`config.mk`:
```
export PLATFORM = sky130hd
export DESIGN_NAME = fb_arbiter
export DESIGN_NICKNAME = d
export VERILOG_FILES = /design/src/rtl/fb_arbiter_pkg.sv /design/src/rtl/fb_wr_fifo.sv /design/src/rtl/fb_arbiter.sv
export SDC_FILE = /design/constraint.sdc
export NUM_CORES = 1
export LEC_CHECK = 0
export CAP_MARGIN = 20
export CORE_MARGIN = 1
export CORE_UTILIZATION = 40
export CTS_BUF_LIST = sky130_fd_sc_hd__clkbuf_8
export DETAILED_ROUTE_END_ITERATION = 8
export GPL_ROUTABILITY_DRIVEN = 0
export GPL_TIMING_DRIVEN = 0
export PLACE_DENSITY = 0.88
export SYNTH_ARGS = -nofsm -noshare
export SYNTH_HDL_FRONTEND = slang
export SYNTH_SLANG_ARGS = --single-unit
```
`constraint.sdc`:
```
create_clock -name clk -period 3 [get_ports clk]
set_clock_uncertainty 0.2 [all_clocks]
set_input_delay 0.3 -clock clk [delete_from_list [all_inputs] [get_ports clk]]
set_output_delay 0.3 -clock clk [all_outputs]
set_load 0.02 [all_outputs]
```
`src/rtl/fb_arbiter_pkg.sv`:
```
// fb_arbiter_pkg -- shared definitions for the frame-buffer arbiter slice.
//   FB_AW_DEFAULT / FB_DW_DEFAULT : default address / pixel widths
//   RD_LATENCY                    : rd_req to rd_valid distance in cycles
//   WRBUF_DEPTH                   : write FIFO depth (FB_ARB_WRBUF_EN builds)
//   fb_state_e                    : RAM issue state (IDLE / READ / WRITE)
package fb_arbiter_pkg;

    localparam int unsigned FB_AW_DEFAULT = 19;
    localparam int unsigned FB_DW_DEFAULT = 12;
    localparam int unsigned RD_LATENCY    = 2;
    localparam int unsigned WRBUF_DEPTH   = 2;

    // Legacy encodings kept so external tools keyed on the old values still match.
    localparam logic [1:0] IDLE_ENC  = 2'd0;
    localparam logic [1:0] READ_ENC  = 2'd1;
    localparam logic [1:0] WRITE_ENC = 2'd2;

    typedef enum logic [1:0] {
        ST_IDLE  = IDLE_ENC,
        ST_READ  = READ_ENC,
        ST_WRITE = WRITE_ENC
    } fb_state_e;

endpackage

```
`src/rtl/fb_wr_fifo.sv`:
```
// fb_wr_fifo -- small write-buffer FIFO used by fb_arbiter when FB_ARB_WRBUF_EN
// is defined. Depth is WRBUF_DEPTH from fb_arbiter_pkg.
// Ports:
//   clk, rst_n  : clock, asynchronous active-low reset (empties the FIFO)
//   push        : store push_data (ignored when full)
//   push_data   : W-bit entry
//   pop         : discard the head entry (ignored when empty)
//   head        : current head entry (valid while !empty)
//   full, empty : occupancy flags
module fb_wr_fifo
    import fb_arbiter_pkg::*;
#(
    parameter int W = 8
) (
    input  logic         clk,
    input  logic         rst_n,
    input  logic         push,
    input  logic [W-1:0] push_data,
    input  logic         pop,
    output logic [W-1:0] head,
    output logic         full,
    output logic         empty
);

    localparam int unsigned PW = (WRBUF_DEPTH > 1) ? $clog2(WRBUF_DEPTH) : 1;
    localparam int unsigned CW = $clog2(WRBUF_DEPTH + 1);

    logic [W-1:0]  slots [WRBUF_DEPTH];
    logic [PW-1:0] wr_ptr;
    logic [PW-1:0] rd_ptr;
    logic [CW-1:0] count;
    logic          do_push;
    logic          do_pop;

    function automatic logic [PW-1:0] bump(input logic [PW-1:0] p);
        return (p == PW'(WRBUF_DEPTH - 1)) ? '0 : p + PW'(1);
    endfunction

    assign full    = (count == CW'(WRBUF_DEPTH));
    assign empty   = (count == '0);
    assign do_push = push & ~full;
    assign do_pop  = pop & ~empty;
    assign head    = slots[rd_ptr];

    always_ff @(posedge clk or negedge rst_n) begin
        if (!rst_n) begin
            wr_ptr <= '0;
            rd_ptr <= '0;
            count  <= '0;
        end else begin
            if (do_push) wr_ptr <= bump(wr_ptr);
            if (do_pop)  rd_ptr <= bump(rd_ptr);
            case ({do_push, do_pop})
                2'b10:   count <= count + CW'(1);
                2'b01:   count <= count - CW'(1);
                default: count <= count;
            endcase
        end
    end

    // Storage needs no reset: an entry is only visible after being pushed.
    always_ff @(posedge clk) begin
        if (do_push) slots[wr_ptr] <= push_data;
    end

endmodule

```
`src/rtl/fb_arbiter.sv`:
```
// fb_arbiter -- single-port frame-buffer RAM arbiter. The display scan-out
// read port has strict priority; drawing-engine writes use idle slots.
// Optional feature macro: FB_ARB_WRBUF_EN (adds a 2-entry write FIFO).
// Ports:
//   clk, rst_n          : clock, asynchronous active-low reset
//   rd_req, rd_addr     : display read request / address (one pixel per cycle)
//   rd_valid, rd_data   : returned pixel, 2 cycles after rd_req
//   wr_valid, wr_ready  : write handshake (accept when both high)
//   wr_addr, wr_data    : write address / pixel
//   wr_pending          : an accepted write has not yet been issued to RAM
//   mem_en, mem_we      : registered RAM strobe / write enable
//   mem_addr, mem_wdata : registered RAM address / write data
//   mem_rdata           : synchronous RAM read data (1 cycle after a read)
module fb_arbiter
    import fb_arbiter_pkg::*;
#(
    parameter int AW = FB_AW_DEFAULT,
    parameter int DW = FB_DW_DEFAULT
) (
    input  logic          clk,
    input  logic          rst_n,
    input  logic          rd_req,
    input  logic [AW-1:0] rd_addr,
    output logic          rd_valid,
    output logic [DW-1:0] rd_data,
    input  logic          wr_valid,
    output logic          wr_ready,
    input  logic [AW-1:0] wr_addr,
    input  logic [DW-1:0] wr_data,
    output logic          mem_en,
    output logic          mem_we,
    output logic [AW-1:0] mem_addr,
    output logic [DW-1:0] mem_wdata,
    input  logic [DW-1:0] mem_rdata,
    output logic          wr_pending
);

    fb_state_e     state;
    fb_state_e     next_state;
    logic          run;
    logic          wr_avail;
    logic [AW-1:0] wr_head_addr;
    logic [DW-1:0] wr_head_data;

`ifdef FB_ARB_WRBUF_EN
    logic               fifo_full;
    logic               fifo_empty;
    logic               fifo_push;
    logic               fifo_pop;
    logic [AW+DW-1:0]   fifo_head;

    // Acceptance depends only on FIFO space; the display never blocks it.
    assign wr_ready   = run & ~fifo_full;
    assign fifo_push  = wr_valid & wr_ready;
    assign fifo_pop   = ~rd_req & ~fifo_empty;
    assign wr_avail   = ~fifo_empty;
    assign wr_pending = ~fifo_empty;
    assign {wr_head_addr, wr_head_data} = fifo_head;

    fb_wr_fifo #(
        .W(AW + DW)
    ) u_wr_fifo (
        .clk       (clk),
        .rst_n     (rst_n),
        .push      (fifo_push),
        .push_data ({wr_addr, wr_data}),
        .pop       (fifo_pop),
        .head      (fifo_head),
        .full      (fifo_full),
        .empty     (fifo_empty)
    );
`else
    // Unbuffered: a write is only taken in a cycle whose next slot is free,
    // so it issues directly on the following cycle.
    assign wr_ready     = run & ~rd_req;
    assign wr_avail     = wr_valid & wr_ready;
    assign wr_pending   = wr_avail;
    assign wr_head_addr = wr_addr;
    assign wr_head_data = wr_data;
`endif

    always_comb begin
        next_state = ST_IDLE;
        if (rd_req)
            next_state = ST_READ;
        else if (wr_avail)
            next_state = ST_WRITE;
    end

    // run keeps wr_ready low while in reset and for the release cycle.
    always_ff @(posedge clk or negedge rst_n) begin
        if (!rst_n) begin
            run       <= 1'b0;
            state     <= ST_IDLE;
            mem_en    <= 1'b0;
            mem_we    <= 1'b0;
            mem_addr  <= '0;
            mem_wdata <= '0;
            rd_valid  <= 1'b0;
        end else begin
            run      <= 1'b1;
            state    <= next_state;
            mem_en   <= (next_state != ST_IDLE);
            mem_we   <= (next_state == ST_WRITE);
            case (next_state)
                ST_READ:  mem_addr <= rd_addr;
                ST_WRITE: begin
                    mem_addr  <= wr_head_addr;
                    mem_wdata <= wr_head_data;
                end
                default: ;
            endcase
            // READ occupies the cycle after rd_req; RAM data follows one later.
            rd_valid <= (state == ST_READ);
        end
    end

    assign rd_data = rd_valid ? mem_rdata : '0;

endmodule
```
Yosys cells after proc, flatten, opt, wreduce, memory -nomap -nowiden
Index checks and enable logic that the tools add are counted.
Widths: inputs -> output; s select.
{"block": "word_totals", "regBits": 37, "in_bits": 66, "out_inout_bits": 48, "word_cells": 19}
{"block": "classes", "eq_ne": 3, "n_mux": 4, "n_bitwise": 3, "n_reduce_logical": 2}
{"operator": "$pmux 19 s2", "count": 1}
{"operator": "$mux 12", "count": 1}
{"operator": "$eq 2x1->1 const B", "count": 2}
{"operator": "$mux 2", "count": 2}
{"operator": "$reduce_bool 2->1", "count": 2}
{"operator": "$and 1x1->1", "count": 2}
{"operator": "$eq 2x2->1 const B", "count": 1}
{"operator": "$not 1->1", "count": 1}

Depth between registers and ports, before layout
{"block": "logic_depth", "word_depth": 7, "mapped_depth": 4}

Worst setup path after synthesis
Ideal clock, no wire load.
{"block": "synth_timing", "path_kind": "reg-to-output", "startpoint": "register run", "endpoint": "output wr_ready", "arrival_time_ns": 1.035, "t_required_ns": 2.500, "slack_ns": 1.465, "stages_incl_launch_ff": 3, "n_path_buf": 1, "path_cell_list": "dfrtp_1 > clkbuf_1 > nor2b_1"}
{"block": "synth_via", "elab_chain_len": 1}
{"element": "start: declaration", "line_no": "fb_arbiter.sv:40", "rtl": "logic run;"}
{"element": "start signal: assignment", "line_no": "fb_arbiter.sv:93", "rtl": "run <= 1'b0;"}
{"element": "start signal: assignment", "line_no": "fb_arbiter.sv:101", "rtl": "run <= 1'b1;"}
{"element": "$and 1x1->1", "line_no": "fb_arbiter.sv:75", "rtl": "assign wr_ready = run & ~rd_req;"}
{"element": "end: declaration", "line_no": "fb_arbiter.sv:27", "rtl": "output logic wr_ready,"}
No other way between the ends.

Final worst setup path
{"block": "layout_timing", "startpoint": "input rd_req", "endpoint": "output wr_pending"}
{"block": "layout_via", "elab_chain_len": 3}
{"element": "start: declaration", "line_no": "fb_arbiter.sv:22", "rtl": "input logic rd_req,"}
{"element": "$not 1->1", "line_no": "fb_arbiter.sv:75"}
{"element": "$and 1x1->1", "line_no": "fb_arbiter.sv:75"}
{"element": "$and 1x1->1", "line_no": "fb_arbiter.sv:76", "rtl": "assign wr_avail = wr_valid & wr_ready;"}
{"element": "end: declaration", "line_no": "fb_arbiter.sv:35", "rtl": "output logic wr_pending"}
No other way between the ends.

==> run summary <==
Post-Synthesis Net Count -> 224
Port buffer count -> 113
RSZ-0062 raised after global routing -> no
Num ports -> 114
CORE AREA -> 4086 sq um
Post-synthesis instance area -> 1740 sq um
DRC viols -> 0
Cell count after synthesis -> 158
Library cells used by synthesis -> 17
Clk Latency, worst-skew pair -> 0.28 ns
Via count -> 1,699
Grt total ovfl -> 0
Yosys warning count -> 0
Full die area -> 4619 sq um
Row cnt -> 23
CTS tree -> built
Fin util -> 73.61%
P per Cell Area -> 447.3 nW/um^2
Final cell count without fillers -> 327
Placed cell areas -> 2929 sq um
CTS resizes -> 0
Wire per inst -> 15.62 microns
Worst setup EP type -> output pin
Starting DRT DRC Count -> 173
Fin nets -> 345
CP Class -> in -> out
Most frequent cells in the layout -> 112 x clkdlybuf4s50_1, 36 x dfrtp_1
Commonest non-fill, non-tap cell in the layout -> clkdlybuf4s50_1
Area Growth Syn to Fin -> 72.83%
Die H -> 67.96 microns
Final setup TNS -> 0 ns
HP Class -> reg -> reg
GRT Total Usage -> 22.80%
Drt via density -> 5.196
Final wirelength -> 5108 microns
Seq/Total Area, Yosys -> 51.76%
Slew Limit Fails -> 0
DRT Pass-1 Iters -> 5
Outcome -> finished clean
CP Data Required Time -> 2.50 ns
Root Buffer -> clkbuf_8
Final WS setup -> 0.6229 ns
CTS clock-pin slew for the worst setup and hold paths -> 0.06 ns
Layout cells sized above 1 -> 8.664%
Crit share post-route -> 79.24%
Max_cap viols -> 0
Actual slew at the worst max-slew pin -> 0.8029 ns
CP arrival -> 1.88 ns
Worst vdd ir -> 0.2979 mV
Post-synth top area share -> 51.76%
DP HPWL -> 3832 microns
Cell taking the most area after synthesis -> dfrtp_1
Yosys reg bits -> 36
Tmin final -> 2.377 ns
Cell-by-cell listing of the critical path -> clkdlybuf4s50_1 > nand3b_4 > buf_6 > inv_2 > clkdlybuf4s50_1
Number of global-route vias before repair -> 1,657
Largest net degree at the start of global routing -> 37
Fmax achieved -> 420.7 MHz
Starting Density -> 42.59%
Clock Path Buffers -> 2
Syn_area_per_cell -> 11.02 sq um
Slowest cell on crit path -> clkdlybuf4s50_1
Critical Path Max Stage Delay -> 0.58 ns
Filler cells -> 295
Antenna violations before repair -> 0
Leak -> 1.296 nW
Hold Vio Cnt, Final -> 0
# diodes -> 0
Max transition margin -> 46.47%
Crit-path most repeated cell -> clkdlybuf4s50_1
Final Cell Area -> 3008 sq um
CTS Buf Count -> 5
Final setup viols -> 0
Final ANT Viol Nets -> 0
Dpl ws -> 0.6028 ns
Die width -> 67.96 microns
Setup Buffers After CTS -> 0
First-pass GRT wire length -> 7672 microns
Flop2flop setup slack -> 1.59 ns
CP Max Fanout -> 10
H-tree level count -> 2
Synth area leaders -> dfrtp_1 52%, nand4b_1 9.6%, o311ai_1 9.6%, mux2_4 6.9%, and2_1 4.7%
Inst Count DP -> 321
CP startpoint kind -> input port
Clk sinks -> 36
==> cell families (layout without fill, tap and decap cells) <==
family | Yosys count | in the layout | synth area share, %
compound gates | 19 | 19 | 9.561
buf+inv | 35 | 154 | 8.411
flops | 36 | 36 | 51.76
mux | 12 | 12 | 9.490
other cells | 1 | 1 | 0.2155
simple gates | 55 | 55 | 20.56
==> layout make-up <==
cell class / count / area, sq um / area share, %
Timing Repair Buffer: 114 / 1136 / 37.77
Buffer: 14 / 67.56 / 2.246
Inverter: 21 / 78.83 / 2.621
Sequential cell: 36 / 900.9 / 29.95
Tap cell: 50 / 62.56 / 2.080
Multi-Input combinational cell: 87 / 693.2 / 23.04
Clock buffer: 5 / 68.82 / 2.288
==> flip-flops by register name, summed over array words and instances, names as in the netlist <==
| signal | flops |
|---|---|
| mem_addr | 19 |
| mem_wdata | 12 |
| mem_en | 1 |
| mem_we | 1 |
| rd_valid | 1 |
| run | 1 |
| state | 1 |
==> where the power goes <==
| group | switching [mW] | internal (mW) | leakage (nW) | total (mW) |
|---|---|---|---|---|
| clock | 0.158 | 0.150 | 0.0359 | 0.308 |
| combinational | 0.201 | 0.258 | 0.828 | 0.459 |
| sequential | 0.0322 | 0.546 | 0.432 | 0.578 |
| total | 0.391 | 0.954 | 1.30 | 1.35 |
==> cells in the mapped netlist <==
library cell / instances
nand2_1: 19
and2_1: 13
dfrtp_1: 36
o311ai_1: 19
mux2_1: 4
nor2b_1: 2
nand3b_4: 1
or2_1: 1
buf_2: 6
buf_1: 1
nand4b_1: 19
conb_1: 1
clkbuf_1: 6
mux2_4: 8
buf_6: 1
inv_2: 2
inv_1: 19
==> repair_timing <==
item                                    4_1_cts  5_1_grt
endpoints found under the setup margin        0        0
hold endpoints to repair                     36        0
hold buffers                                  1        0
==> metal layers <==
| metal | share of wire (%) | wire, microns | up-vias | GRT usage, % |
|---|---|---|---|---|
| li1 | - | - | 789 | - |
| met2 | 49 | 2522 | 101 | 40.07 |
| met3 | 10 | 534 | 9 | 5.167 |
| met5 | 0 | 0 | - | 0 |
| met1 | 39 | 1970 | 800 | 27.09 |
| met4 | 1.6 | 80 | 0 | 7.813 |
==> worst max-delay path, delay by kind of cell <==
family / cells / cell delay [ns]
buffers and inverters: 4 / 1.32
and+or+nand+nor: 1 / 0.25
==> per-stage QoR <==
stage               power (mW)  hold slack (ns)
finish                   1.345           0.2348
global route             1.407           0.2511
CTS                      1.351           0.2383
detailed placement       1.047           0.2214
global placement         1.037           0.2127
floorplan               0.7833          -0.1956
==> final timing paths <==
check | cells after the start | endpoint | startpoint
worst max-delay path | 5 | wr_pending | rd_req
max in group asynchronous | 2 | mem_wdata[9] | rst_n
worst min register to register | 1 | rd_valid | mem_we
min in group asynchronous | 2 | mem_addr[13] | rst_n
worst max register to register | 3 | mem_addr[1] | run
worst min-delay path | 1 | rd_valid | mem_we
No activity file was read; power rests on OpenSTA's default activity.
==> RTL change, RTL diff (config.mk and constraints unchanged) <==
Change the package constant `FB_DW_DEFAULT` from 12 to 6.
--- a/src/rtl/fb_arbiter_pkg.sv
+++ b/src/rtl/fb_arbiter_pkg.sv
@@ -6,7 +6,7 @@
 package fb_arbiter_pkg;
 
     localparam int unsigned FB_AW_DEFAULT = 19;
-    localparam int unsigned FB_DW_DEFAULT = 12;
+    localparam int unsigned FB_DW_DEFAULT = 6;
     localparam int unsigned RD_LATENCY    = 2;
     localparam int unsigned WRBUF_DEPTH   = 2;
 
Interface: changed (resized mem_rdata, mem_wdata, rd_data and wr_data); port bits go from 114 to 90. No check against the original RTL was run, so the function may have changed too.
==> RTL change against the original RTL <==
Power decreased by 8.2%. Register-to-register slack improved by 0.11 ns. Fmax increased by 2.1%. Wire length decreased by 12%. Utilization decreased by 1.6 points. Synthesized area decreased by 5.3%. Setup slack improved by 0.049 ns. Final area decreased by 9.0%. Critical path depth decreased by 1. Sequential cell count decreased by 6. Critical path type unchanged. Largest cell class unchanged. Largest power group unchanged.
==> RTL change: results (changes against the original RTL) <==
Route
  – DR vias/cell: 5.00 (-3.7%)
  – Drt wl/cell: 15.9 um (+1.8%)
  – Iter 0 DRT Violations: 45 (-74%)
  – Vias: 1421 (-16%)
  – DR pass1 iterations: 4 (-1)

Die
  – Core ar.: 3800 um2 (-7.0%)

Global routing
  – Number of global-route vias before repair: 1559 (-5.9%)
  – Largest net degree at the start of global routing: 20 (-46%)
  – First-pass GRT wire length: 7320 um (-4.6%)
  – Initial antenna violation count: 0 (unchanged)
  – Gr usage total: 22.4% (-0.37 points)

Place
  – PortBufs: 89 (-21%)
  – Post-DP HPWL: 3370 um (-12%)
  – Setup slack at placement: 0.662 ns (+0.0595 ns)
  – Placed cells: 276 (-14%)

Setup path
  – WP data arrival: 1.83 ns (-0.05 ns)
  – Reg-to-Reg End: mem_addr[7]
  – Reg-to-reg setup timing slack: 1.70 ns (+0.11 ns)
  – Crit Path Max Fanout: 8 (-2)

Hold path
  – Min-delay src: mem_we
  – WHS Endpoint: rd_valid
  – Hold path depth: 1 (unchanged)
  – HP Class: reg2reg

Logic synthesis
  – Synth Area in XOR/XNOR: 0% (unchanged)
  – Mux cell area share after synthesis: 5.47% (-4.0 points)
  – Post-synth top cells: dfrtp_1 (30), inv_1 (19), nand2_1 (19), nand4b_1 (19), o311ai_2 (19)
  – Post-synth ARST share: 100% (unchanged)
  – Largest cells by area after synthesis: dfrtp_1 (46%), o311ai_2 (19%), nand4b_1 (10%)
  – Synthesized area per cell: 11.9 um2 (+8.4%)
  – Synth Area in Compound Gates: 18.8% (+9.2 points)
  – Synth unique cells: 17 (unchanged)
  – Net Count, Synth: 192 (-14%)
  – Post-synthesis sequential area ratio: 45.6% (-6.2 points)
  – Area share of fa/ha/maj cells after synthesis: 0% (unchanged)

Clocking
  – Max clock buf depth: 2 (unchanged)
  – CTS clk-pin slew, worst paths: 0.06 ns (about the same)
  – Clock tree sinks: 30 (-17%)
  – Cts repair resizes: 0 (unchanged)
  – CTS H-tree lvls: 2 (unchanged)
  – Cts bufs inserted: 5 (unchanged)

Cells and area
  – Filler instances: 293 (-0.68%)
  – Clock-cell share of area: 4.02% (+1.7 points)
  – Clock buffer count: 8 (+3)
  – NonClk Buf Share: 36.9% (-3.1 points)
  – Top flop regs: mem_addr (19), mem_wdata (6)
  – Nets: 289 (-16%)
  – Share of cells above drive strength 1: 20.8% (+12 points)
  – Non-Clock Buffer Count: 102 (-20%)
  – Storage cell area: 751 um2 (-17%)
  – Multi-input gate count: 75 (-14%)
  – Multi-input logic area: 726 um2 (+4.7%)

Power and ir drop
  – VDD IR-drop max: 334 uV (+12%)
  – P_leak: 1.16 nW (-10%)
  – Switching share of power: 27.1% (-2.0 points)
  – P_seq: 0.477 mW (-17%)
  – Gate power share: 31.5% (-2.6 points)

Run status
  – Status: complete, no violations

STA
  – Max frequency: 0.430 GHz (+2.1%)
  – Slew HR: 55.9% (+9.4 points)
  – Hold slack: 0.229 ns (-0.00542 ns)
[RTL change: cell count changes in the layout (fill, tap and decap cells not counted), moves of 2 or more]
cell	delta
dfrtp_1	-6
o311ai_1	-19
buf_6	+4
mux2_4	-2
buf_2	-2
clkbuf_8	+3
clkbuf_1	-5
and2_1	-7
o311ai_2	+19
mux2_1	-4
clkdlybuf4s50_1	-23
[RTL change: through the flow]
step                total power [mW]  instance area, um2
global placement               0.859                2600
CTS                             1.25                2740
floorplan                      0.663                1650
finish                          1.24                2740
detailed placement             0.873                2630
global route                    1.30                2740
[RTL change: layer usage]
layer	track usage, %	vias up	wire length (um)
met2	40.6	57	2360
met4	4.79	0	40
met5	0	-	0
met1	26.6	684	1840
li1	-	676	-
met3	5.52	4	272
[RTL change: critical path: stages]
cell             delay, ns
clkdlybuf4s50_1       0.54
nand3b_4              0.32
inv_2                 0.08
clkdlybuf4s50_1       0.59
